**src/rtl/dsp_equation_scheduler.sv**
```systemverilog
// Queues DSP equation commands and sequences them through the datapath registers.
// Each command gets a start pulse, then waits for done, abort or timeout, and its result is held until accepted.
//
// state     | meaning
// S_IDLE    | nothing running; leave when the command FIFO holds an entry
// S_LOAD    | pop head, register equation number and operands
// S_START   | one-cycle start strobe on dsp_input0_reg[31]
// S_WAIT    | count cycles until abort, done or timeout
// S_CAPTURE | hold result until result_ready
module dsp_equation_scheduler #(
  parameter int dw      = 32,
  parameter int DEPTH   = 4,
  parameter int TIMEOUT = 1024
) (
  input  logic          wb_clk,
  input  logic          wb_rst,
  input  logic          cmd_valid,
  output logic          cmd_ready,
  input  logic [7:0]    cmd_eq,
  input  logic [dw-1:0] cmd_arg0,
  input  logic [dw-1:0] cmd_arg1,
  output logic [dw-1:0] dsp_input0_reg,
  output logic [dw-1:0] dsp_input1_reg,
  output logic [dw-1:0] dsp_input2_reg,
  input  logic          done,
  input  logic [dw-1:0] dsp_output0_reg,
  input  logic          abort,
  output logic          result_valid,
  input  logic          result_ready,
  output logic [dw-1:0] result_data,
  output logic [7:0]    result_eq,
  output logic [1:0]    result_status,
  output logic          busy,
  output logic          irq
);

  localparam int AW = (DEPTH > 1) ? $clog2(DEPTH) : 1;
  localparam int CW = $clog2(DEPTH + 1);
  localparam int TW = (TIMEOUT > 1) ? $clog2(TIMEOUT) : 1;
  localparam logic [TW-1:0] TMAX = TW'(TIMEOUT - 1);

  typedef enum logic [2:0] {S_IDLE, S_LOAD, S_START, S_WAIT, S_CAPTURE} state_t;

  state_t state_q, state_d;

  logic [7:0]    fifo_eq [DEPTH];
  logic [dw-1:0] fifo_a0 [DEPTH];
  logic [dw-1:0] fifo_a1 [DEPTH];
  logic [AW-1:0] wr_ptr, rd_ptr;
  logic [CW-1:0] count;
  logic          full, empty, push, pop;

  logic [7:0]    eq_q, head_eq;
  logic          start_q;
  logic [TW-1:0] timer;
  logic          load_en, cap_en, accept, eq_ok;
  logic [1:0]    cap_status;
  logic [dw-1:0] cap_data;

  assign full      = (count == CW'(DEPTH));
  assign empty     = (count == '0);
  assign cmd_ready = !full;
  assign push      = cmd_valid && !full;
  assign head_eq   = fifo_eq[rd_ptr];
  assign eq_ok     = (head_eq >= 8'd1) && (head_eq <= 8'd3);
  assign busy      = (state_q != S_IDLE) || !empty;

  always_ff @(posedge wb_clk) begin
    if (push) begin
      fifo_eq[wr_ptr] <= cmd_eq;
      fifo_a0[wr_ptr] <= cmd_arg0;
      fifo_a1[wr_ptr] <= cmd_arg1;
    end
  end

  // Pop is only issued from LOAD, which is only entered with a non-empty FIFO.
  always_ff @(posedge wb_clk or posedge wb_rst) begin
    if (wb_rst) begin
      wr_ptr <= '0;
      rd_ptr <= '0;
      count  <= '0;
    end else begin
      if (push) wr_ptr <= wr_ptr + 1'b1;
      if (pop)  rd_ptr <= rd_ptr + 1'b1;
      if (push && !pop)      count <= count + 1'b1;
      else if (pop && !push) count <= count - 1'b1;
    end
  end

  always_ff @(posedge wb_clk or posedge wb_rst) begin
    if (wb_rst) state_q <= S_IDLE;
    else        state_q <= state_d;
  end

  always_comb begin
    state_d    = state_q;
    pop        = 1'b0;
    load_en    = 1'b0;
    cap_en     = 1'b0;
    cap_status = 2'b00;
    cap_data   = '0;
    accept     = 1'b0;
    case (state_q)
      S_IDLE:  if (!empty) state_d = S_LOAD;
      S_LOAD: begin
        pop     = 1'b1;
        load_en = 1'b1;
        if (eq_ok) begin
          state_d = S_START;
        end else begin
          state_d    = S_CAPTURE;
          cap_en     = 1'b1;
          cap_status = 2'b10;
        end
      end
      S_START: state_d = S_WAIT;
      S_WAIT: begin
        if (abort) begin
          state_d    = S_CAPTURE;
          cap_en     = 1'b1;
          cap_status = 2'b11;
        end else if (done) begin
          state_d  = S_CAPTURE;
          cap_en   = 1'b1;
          cap_data = dsp_output0_reg;
        end else if (timer == TMAX) begin
          state_d    = S_CAPTURE;
          cap_en     = 1'b1;
          cap_status = 2'b01;
        end
      end
      S_CAPTURE: begin
        if (result_ready) begin
          accept  = 1'b1;
          state_d = S_IDLE;
        end
      end
      default: state_d = S_IDLE;
    endcase
  end

  always_ff @(posedge wb_clk or posedge wb_rst) begin
    if (wb_rst) begin
      eq_q           <= '0;
      start_q        <= 1'b0;
      dsp_input1_reg <= '0;
      dsp_input2_reg <= '0;
      timer          <= '0;
      result_valid   <= 1'b0;
      result_data    <= '0;
      result_eq      <= '0;
      result_status  <= 2'b00;
      irq            <= 1'b0;
    end else begin
      start_q <= load_en && eq_ok;
      irq     <= accept;
      if (load_en) begin
        eq_q           <= head_eq;
        dsp_input1_reg <= fifo_a0[rd_ptr];
        dsp_input2_reg <= fifo_a1[rd_ptr];
      end else if (accept) begin
        eq_q <= '0;
      end
      if (state_q == S_START)     timer <= '0;
      else if (state_q == S_WAIT) timer <= timer + 1'b1;
      // A bad equation is captured straight from LOAD, before eq_q holds it.
      if (cap_en) begin
        result_valid  <= 1'b1;
        result_data   <= cap_data;
        result_status <= cap_status;
        result_eq     <= load_en ? head_eq : eq_q;
      end else if (accept) begin
        result_valid <= 1'b0;
      end
    end
  end

  always_comb begin
    dsp_input0_reg      = '0;
    dsp_input0_reg[7:0] = eq_q;
    dsp_input0_reg[31]  = start_q;
  end

endmodule

```
**config.mk**
```make
export PLATFORM = sky130hd
export DESIGN_NAME = dsp_equation_scheduler
export DESIGN_NICKNAME = d
export VERILOG_FILES = /design/src/rtl/dsp_equation_scheduler.sv
export SDC_FILE = /design/constraint.sdc
export NUM_CORES = 1
export LEC_CHECK = 0
export ABC_CLOCK_PERIOD_IN_PS = 4800
export CELL_PAD_IN_SITES_DETAIL_PLACEMENT = 2
export CELL_PAD_IN_SITES_GLOBAL_PLACEMENT = 2
export CORE_ASPECT_RATIO = 1.1
export CORE_MARGIN = 2
export CORE_UTILIZATION = 30
export DETAILED_ROUTE_END_ITERATION = 12
export PLACE_DENSITY_LB_ADDON = 0.1
export SETUP_SLACK_MARGIN = 0.15
export SLEW_MARGIN = 20
export SYNTH_ARGS = -nofsm -noshare
export SYNTH_HDL_FRONTEND = slang
export SYNTH_SLANG_ARGS = --single-unit
```
**constraint.sdc**
```tcl
create_clock -name wb_clk -period 4.8 [get_ports wb_clk]
set_input_delay 0.96 -clock wb_clk [delete_from_list [all_inputs] [get_ports wb_clk]]
set_output_delay 0.96 -clock wb_clk [all_outputs]
set_load 0.05 [all_outputs]
```
==> results of run 1 <==
how the worst max path moves through the flow:
stage                        end  slack, ps  cells after the start
finish                  count[1]       1480                      7
global route        result_eq[5]       1170                      5
CTS                     count[1]       1390                      7
detailed placement      count[1]       1370                      7
global placement        count[1]       1440                      7
floorplan               count[0]        170                      1
synth_stat cells, types with 2 or more instances:
| cell | number | share of area (%) |
|---|---|---|
| a21o_1 | 4 | 0.19 |
| a21oi_1 | 2 | 0.062 |
| a22o_1 | 40 | 2.2 |
| a31o_2 | 2 | 0.11 |
| a31oi_1 | 3 | 0.12 |
| and3_1 | 5 | 0.19 |
| and4_1 | 2 | 0.11 |
| buf_1 | 9 | 0.21 |
| buf_2 | 4 | 0.12 |
| buf_4 | 24 | 1.1 |
| buf_6 | 4 | 0.28 |
| clkbuf_1 | 28 | 0.65 |
| dfrtp_1 | 137 | 21 |
| edfxtp_1 | 288 | 54 |
| ha_1 | 6 | 0.47 |
| inv_1 | 6 | 0.14 |
| mux2_2 | 6 | 0.42 |
| mux2i_1 | 2 | 0.12 |
| mux4_2 | 70 | 9.8 |
| nand2_1 | 223 | 5.2 |
| nand3_1 | 16 | 0.50 |
| nor2_1 | 15 | 0.35 |
| nor3_1 | 5 | 0.16 |
| nor3b_1 | 3 | 0.14 |
| o211ai_1 | 2 | 0.093 |
| o21ai_0 | 6 | 0.19 |
| o221a_2 | 6 | 0.42 |
| o2bb2ai_1 | 3 | 0.16 |
| or3_1 | 6 | 0.23 |
| xnor2_1 | 4 | 0.22 |
| xor2_1 | 2 | 0.11 |
metrics by stage:
stage / hold WS, ps / util [%] / setup WS, ps / total power (W) / std cells
global route: 508.6 / 38.61 / 1166 / 0.01438 / 1911
floorplan: 463.6 / - / 172.2 / 0.008555 / 970
CTS: 478.3 / 38.56 / 1388 / 0.01387 / 1910
detailed placement: 464.0 / 35.87 / 1371 / 0.01035 / 1823
global placement: 458.0 / 35.87 / 1440 / 0.01026 / 1823
finish: 473.8 / 38.62 / 1477 / 0.01359 / 1913
layout make-up:
| type | count | area, um^2 |
|---|---|---|
| flip-flops and latches | 425 | 12080 |
| diodes | 2 | 5.005 |
| repair buffers | 241 | 2462 |
| well taps | 682 | 853.3 |
| clock inverters | 19 | 148.9 |
| multi-input cells | 470 | 3731 |
| inverters | 6 | 28.78 |
| clock buffers | 68 | 1286 |
| fillers | 5252 | 32740 |
critical path: stages, from the launching register on:
cell	delay, ps
dfrtp_1	640
nor3b_2	250
buf_4	510
clkinv_2	610
ha_1	420
inv_1	80
fa_1	400
mux2_2	260
routing by layer:
layer | vias to the layer above | routed length (um)
met5 | - | 35
li1 | 4002 | -
met3 | 64 | 2109
met4 | 6 | 831
met1 | 4737 | 18540
met2 | 201 | 20640
logic make-up (layout without fill, tap and decap cells):
family / after synthesis / in the layout
other cells: 1 / 25
compound gates: 73 / 73
fa+ha+maj: 7 / 7
mux: 78 / 78
simple gates: 283 / 283
xor+xnor: 6 / 6
buf+inv: 75 / 334
flops: 425 / 425
where the power goes:
part           internal (W)  switching [W]  total (W)
registers           0.00487       0.000496    0.00536
clock network       0.00197        0.00147    0.00344
logic               0.00172        0.00306    0.00479
cell usage in the layout, fill, tap and decap left out, types with 15 or more instances in the layout:
cell type and n:
a22o_1 40, clkbuf_16 48, edfxtp_1 288, nand2_1 223, mux4_2 70, clkbuf_1 19, clkdlybuf4s50_1 228, conb_1 23
nor2_1 15, dfrtp_1 135, nand3_1 16
==> impl_metrics.ini, run 1 <==
[floorplan]
die_w_um = 224.9
fp.coreArea_um2 = 53340
start_util_pct = 30.19
fp.dieArea_um2 = 55540
rows = 89
die_h_um = 247.0
io_pins = 252

[yosys]
yosys.area_share.simple_pct = 7.304
synth-compound-area-share_pct = 3.893
synthMuxAreaShare_pct = 10.33
postSynth.asyncResetShare_pct = 32.24
synth_xor_area_share_pct = 0.3264
yosysUniqueCellTypes = 46
syn_area_um2 = 16100
yosys.area_share.adder_pct = 0.5906
synth-seq-cells = 425
avgSynthCellArea_um2 = 16.98
yosysWarningCount = 0
synth_ff_type = edfxtp_1
yosysSeqAreaShare_pct = 75.00
synth_edf_count = 288
synth_top_family_by_area = multiplexers
synthCells = 948

[global_routing]
grt_pass1_vias = 10242
antenna_found_initial = 4
met1_usage_pct = 19.99
use_met3_pct = 3.422
grt_max_degree = 80
gr-usage-met2_pct = 26.20
grt-ovfl-total = 0
grt_use_total_pct = 15.48
grt_pass1_wl_um = 64580
busiest_layer = met2

[cts]
clkSlewWorstSetupHoldPaths_ps = 60
h-tree-depth = 2
cts_buffer_depth = 3
cts_buffers = 48
clk_latency_ps = 570
cts_hold_buf = 0
cts_setup_buffers = 0
clock-root-buffer = clkbuf_16
cts_tree = built
post_cts_resized = 0
cts.sinks = 425

[placed_design]
place_area_um2 = 19130
gp_congestion = 0.6918
dpl.hpwl_um = 24850
port_buffers = 228

[timing]
rsz0062_at_grt = no
worst_pin_slew_ps = 1056
period_share_pct = 69.23
drv_slew = 0
finalSetupTns_ps = 0
finalSetupViolCount = 0
fmax_mhz = 300.9
min_period_ps = 3323
relSlewSlack_pct = 29.63
final_hold_viol_count = 0
finalClockSkew_ps = 15.13

[layout]
reg_top3 = fifo_a0 x128, fifo_a1 x128
syn2layout_area_growth_pct = 27.94
nets = 1309
postLayoutCellArea_um2 = 20600
drive_above_1_share_pct = 13.83

[route]
vias_per_cell = 4.710
initialDrtViolationCount = 488
vias = 9010
ant_nets = 0
post_drt_wl_per_cell_um = 22.04
route.detailed.drc = 0
drt_wl_total_um = 42160
detail_route.first_pass.iterations = 4

[critical_path]
start_kind = register
r2r_cells = 7
crit_arrival_ps = 3780
required_ps = 5260
path_max_fanout = 41
rrSetupSlack_ps = 1480
r2r_start = state_q[0]
startpoint = state_q[0]
crit_type = reg2reg
r2r-end = count[1]
end_kind = register

[worst_hold_path]
worstHoldStart = dsp_input2_reg[23]
min_path_cells = 2
min_to = dsp_input2_reg[23]
hp-class = reg2reg

[run_status]
status = completed

[power_and_ir_drop]
p_leak_nw = 7.680
power_density_nw_per_um2 = 659.6
vdd_drop_max_uv = 339.7

[job]
maxCapViolations = 0
No activity file was read; power rests on OpenSTA's default activity.
==> run 2: changes to the inputs <==
Settings changed: ABC_CLOCK_PERIOD_IN_PS 4800 to 3300.
Clock period 4.8 ns to 3.3 ns, I/O delays scaled along.
==> impl_metrics.ini, run 2 (synthesis results as in run 1) <==
[placed_design]
port_buffers = 228
dpl.hpwl_um = 25910
gp_congestion = 0.7115

[power_and_ir_drop]
vdd_drop_max_uv = 527.3
p_leak_nw = 7.759
p_int_w = 0.01250
power_frac_seq_pct = 38.9
finalPower_w = 0.01987
power_density_nw_per_um2 = 957.5
power_frac_comb_pct = 35.8
switchingPower_w = 0.007364
swShare_pct = 37.07
pwr-share-clk_pct = 25.3

[global_routing]
grt_max_degree = 100
grt_use_total_pct = 15.50
grt_pass1_vias = 10070
antenna_found_initial = 2
grt_pass1_wl_um = 64470
grt-ovfl-total = 0

[critical_path]
startpoint = state_q[0]
crit_type = reg2out
r2r_start = rd_ptr[0]
start_kind = register
required_ps = 2640
end_kind = output port
path_max_fanout = 15
crit_arrival_ps = 2260

[cts]
h-tree-depth = 2
clock-root-buffer = clkbuf_16
clkSlewWorstSetupHoldPaths_ps = 60
cts_setup_buffers = 0
cts_buffers = 47
cts.sinks = 425
clk_latency_ps = 590
cts_buffer_depth = 3
cts_tree = built

[timing]
drv_slew = 0
rsz0062_at_grt = no
min_period_ps = 2917
period_share_pct = 88.39
worst_pin_slew_ps = 758.2
final_hold_viol_count = 0
finalClockSkew_ps = 18.00
relSlewSlack_pct = 49.45
finalSetupViolCount = 0
finalSetupTns_ps = 0
fmax_mhz = 342.8

[layout]
mostFrequentLayoutCells = edfxtp_1, clkdlybuf4s50_1, nand2_1
final_common_cell = edfxtp_1
reg_top3 = fifo_a0 x128, fifo_a1 x128
syn2layout_area_growth_pct = 28.85
drive_above_1_share_pct = 15.22
nets = 1320

[floorplan]
die_w_um = 224.9
rows = 89
io_pins = 252
start_util_pct = 30.19
fp.dieArea_um2 = 55540
fp.coreArea_um2 = 53340
die_h_um = 247.0

[route]
post_drt_wl_per_cell_um = 22.05
vias = 9117
detail_route.first_pass.iterations = 6
drt_wl_total_um = 42440
route.detailed.drc = 0
initialDrtViolationCount = 460
ant_nets = 0
vias_per_cell = 4.736

[job]
maxCapViolations = 0

[worst_hold_path]
worstHoldStart = dsp_input2_reg[25]
hp-class = reg2reg

[run_status]
status = completed
run 2: worst paths after layout:
kind | endpoint | slack [ps] | cells past startpoint
hold / removal | dsp_input2_reg[25] | 480 | 2
setup / recovery | busy | 380 | 3
hold reg to reg | dsp_input2_reg[25] | 480 | 2
max in group asynchronous | rd_ptr[0] | 2130 | 3
min in group asynchronous | result_data[15] | 580 | 3
setup reg to reg | state_q[2] | 640 | 6
run 2: worst max-delay path, stage by stage (launching register included):
cell and delay (ps):
dfrtp_2 510, nor2_1 260, nand3_1 170, clkdlybuf4s50_1 740
run 2: routing by layer:
layer	GRT usage (%)	up-vias	part of all wire, %
met4	4.207	4	2.1
li1	-	4031	-
met5	0	-	0.068
met1	20.11	4826	44
met3	4.016	58	5.7
met2	25.74	198	49
run 2: final cells by class:
class,count,area [um^2]
tap,682,853.3
multi-input combinational,470,3731
inverter,6,27.53
fill,5258,32590
timing repair buffer,253,2595
sequential,425,12090
antenna,1,2.502
clock inverter,25,185.2
clock buffer,63,1267
run 2: through the flow:
step | hold WS (ps) | std cells | setup slack (ps) | util, % | instance area (um^2)
floorplan | 463.6 | 970 | 155.3 | - | 16190
global placement | 459.3 | 1836 | 651.5 | 36.17 | 19290
detailed placement | 465.1 | 1836 | 610.7 | 36.17 | 19290
CTS | 480.7 | 1924 | 169.1 | 38.89 | 20740
global route | 502.8 | 1924 | 262.9 | 38.89 | 20740
finish | 475.6 | 1925 | 383.1 | 38.90 | 20750
run 2: power groups by stage:
| stage | combinational [W] | sequential (W) | clock [W] |
|---|---|---|---|
| final | 0.00711 | 0.00772 | 0.00503 |
| after global placement | 0.00726 | 0.00779 | 0 |
| after detailed placement | 0.00731 | 0.00785 | 0 |
| after global routing | 0.00772 | 0.00788 | 0.00539 |
| after floorplan | 0.00315 | 0.00929 | 0 |
| after CTS | 0.00733 | 0.00776 | 0.00522 |
run 2: timing repair:
action	4_1_cts	5_1_grt
endpoints found under the setup margin	0	1
hold buffers	0	0
resized for setup	0	1
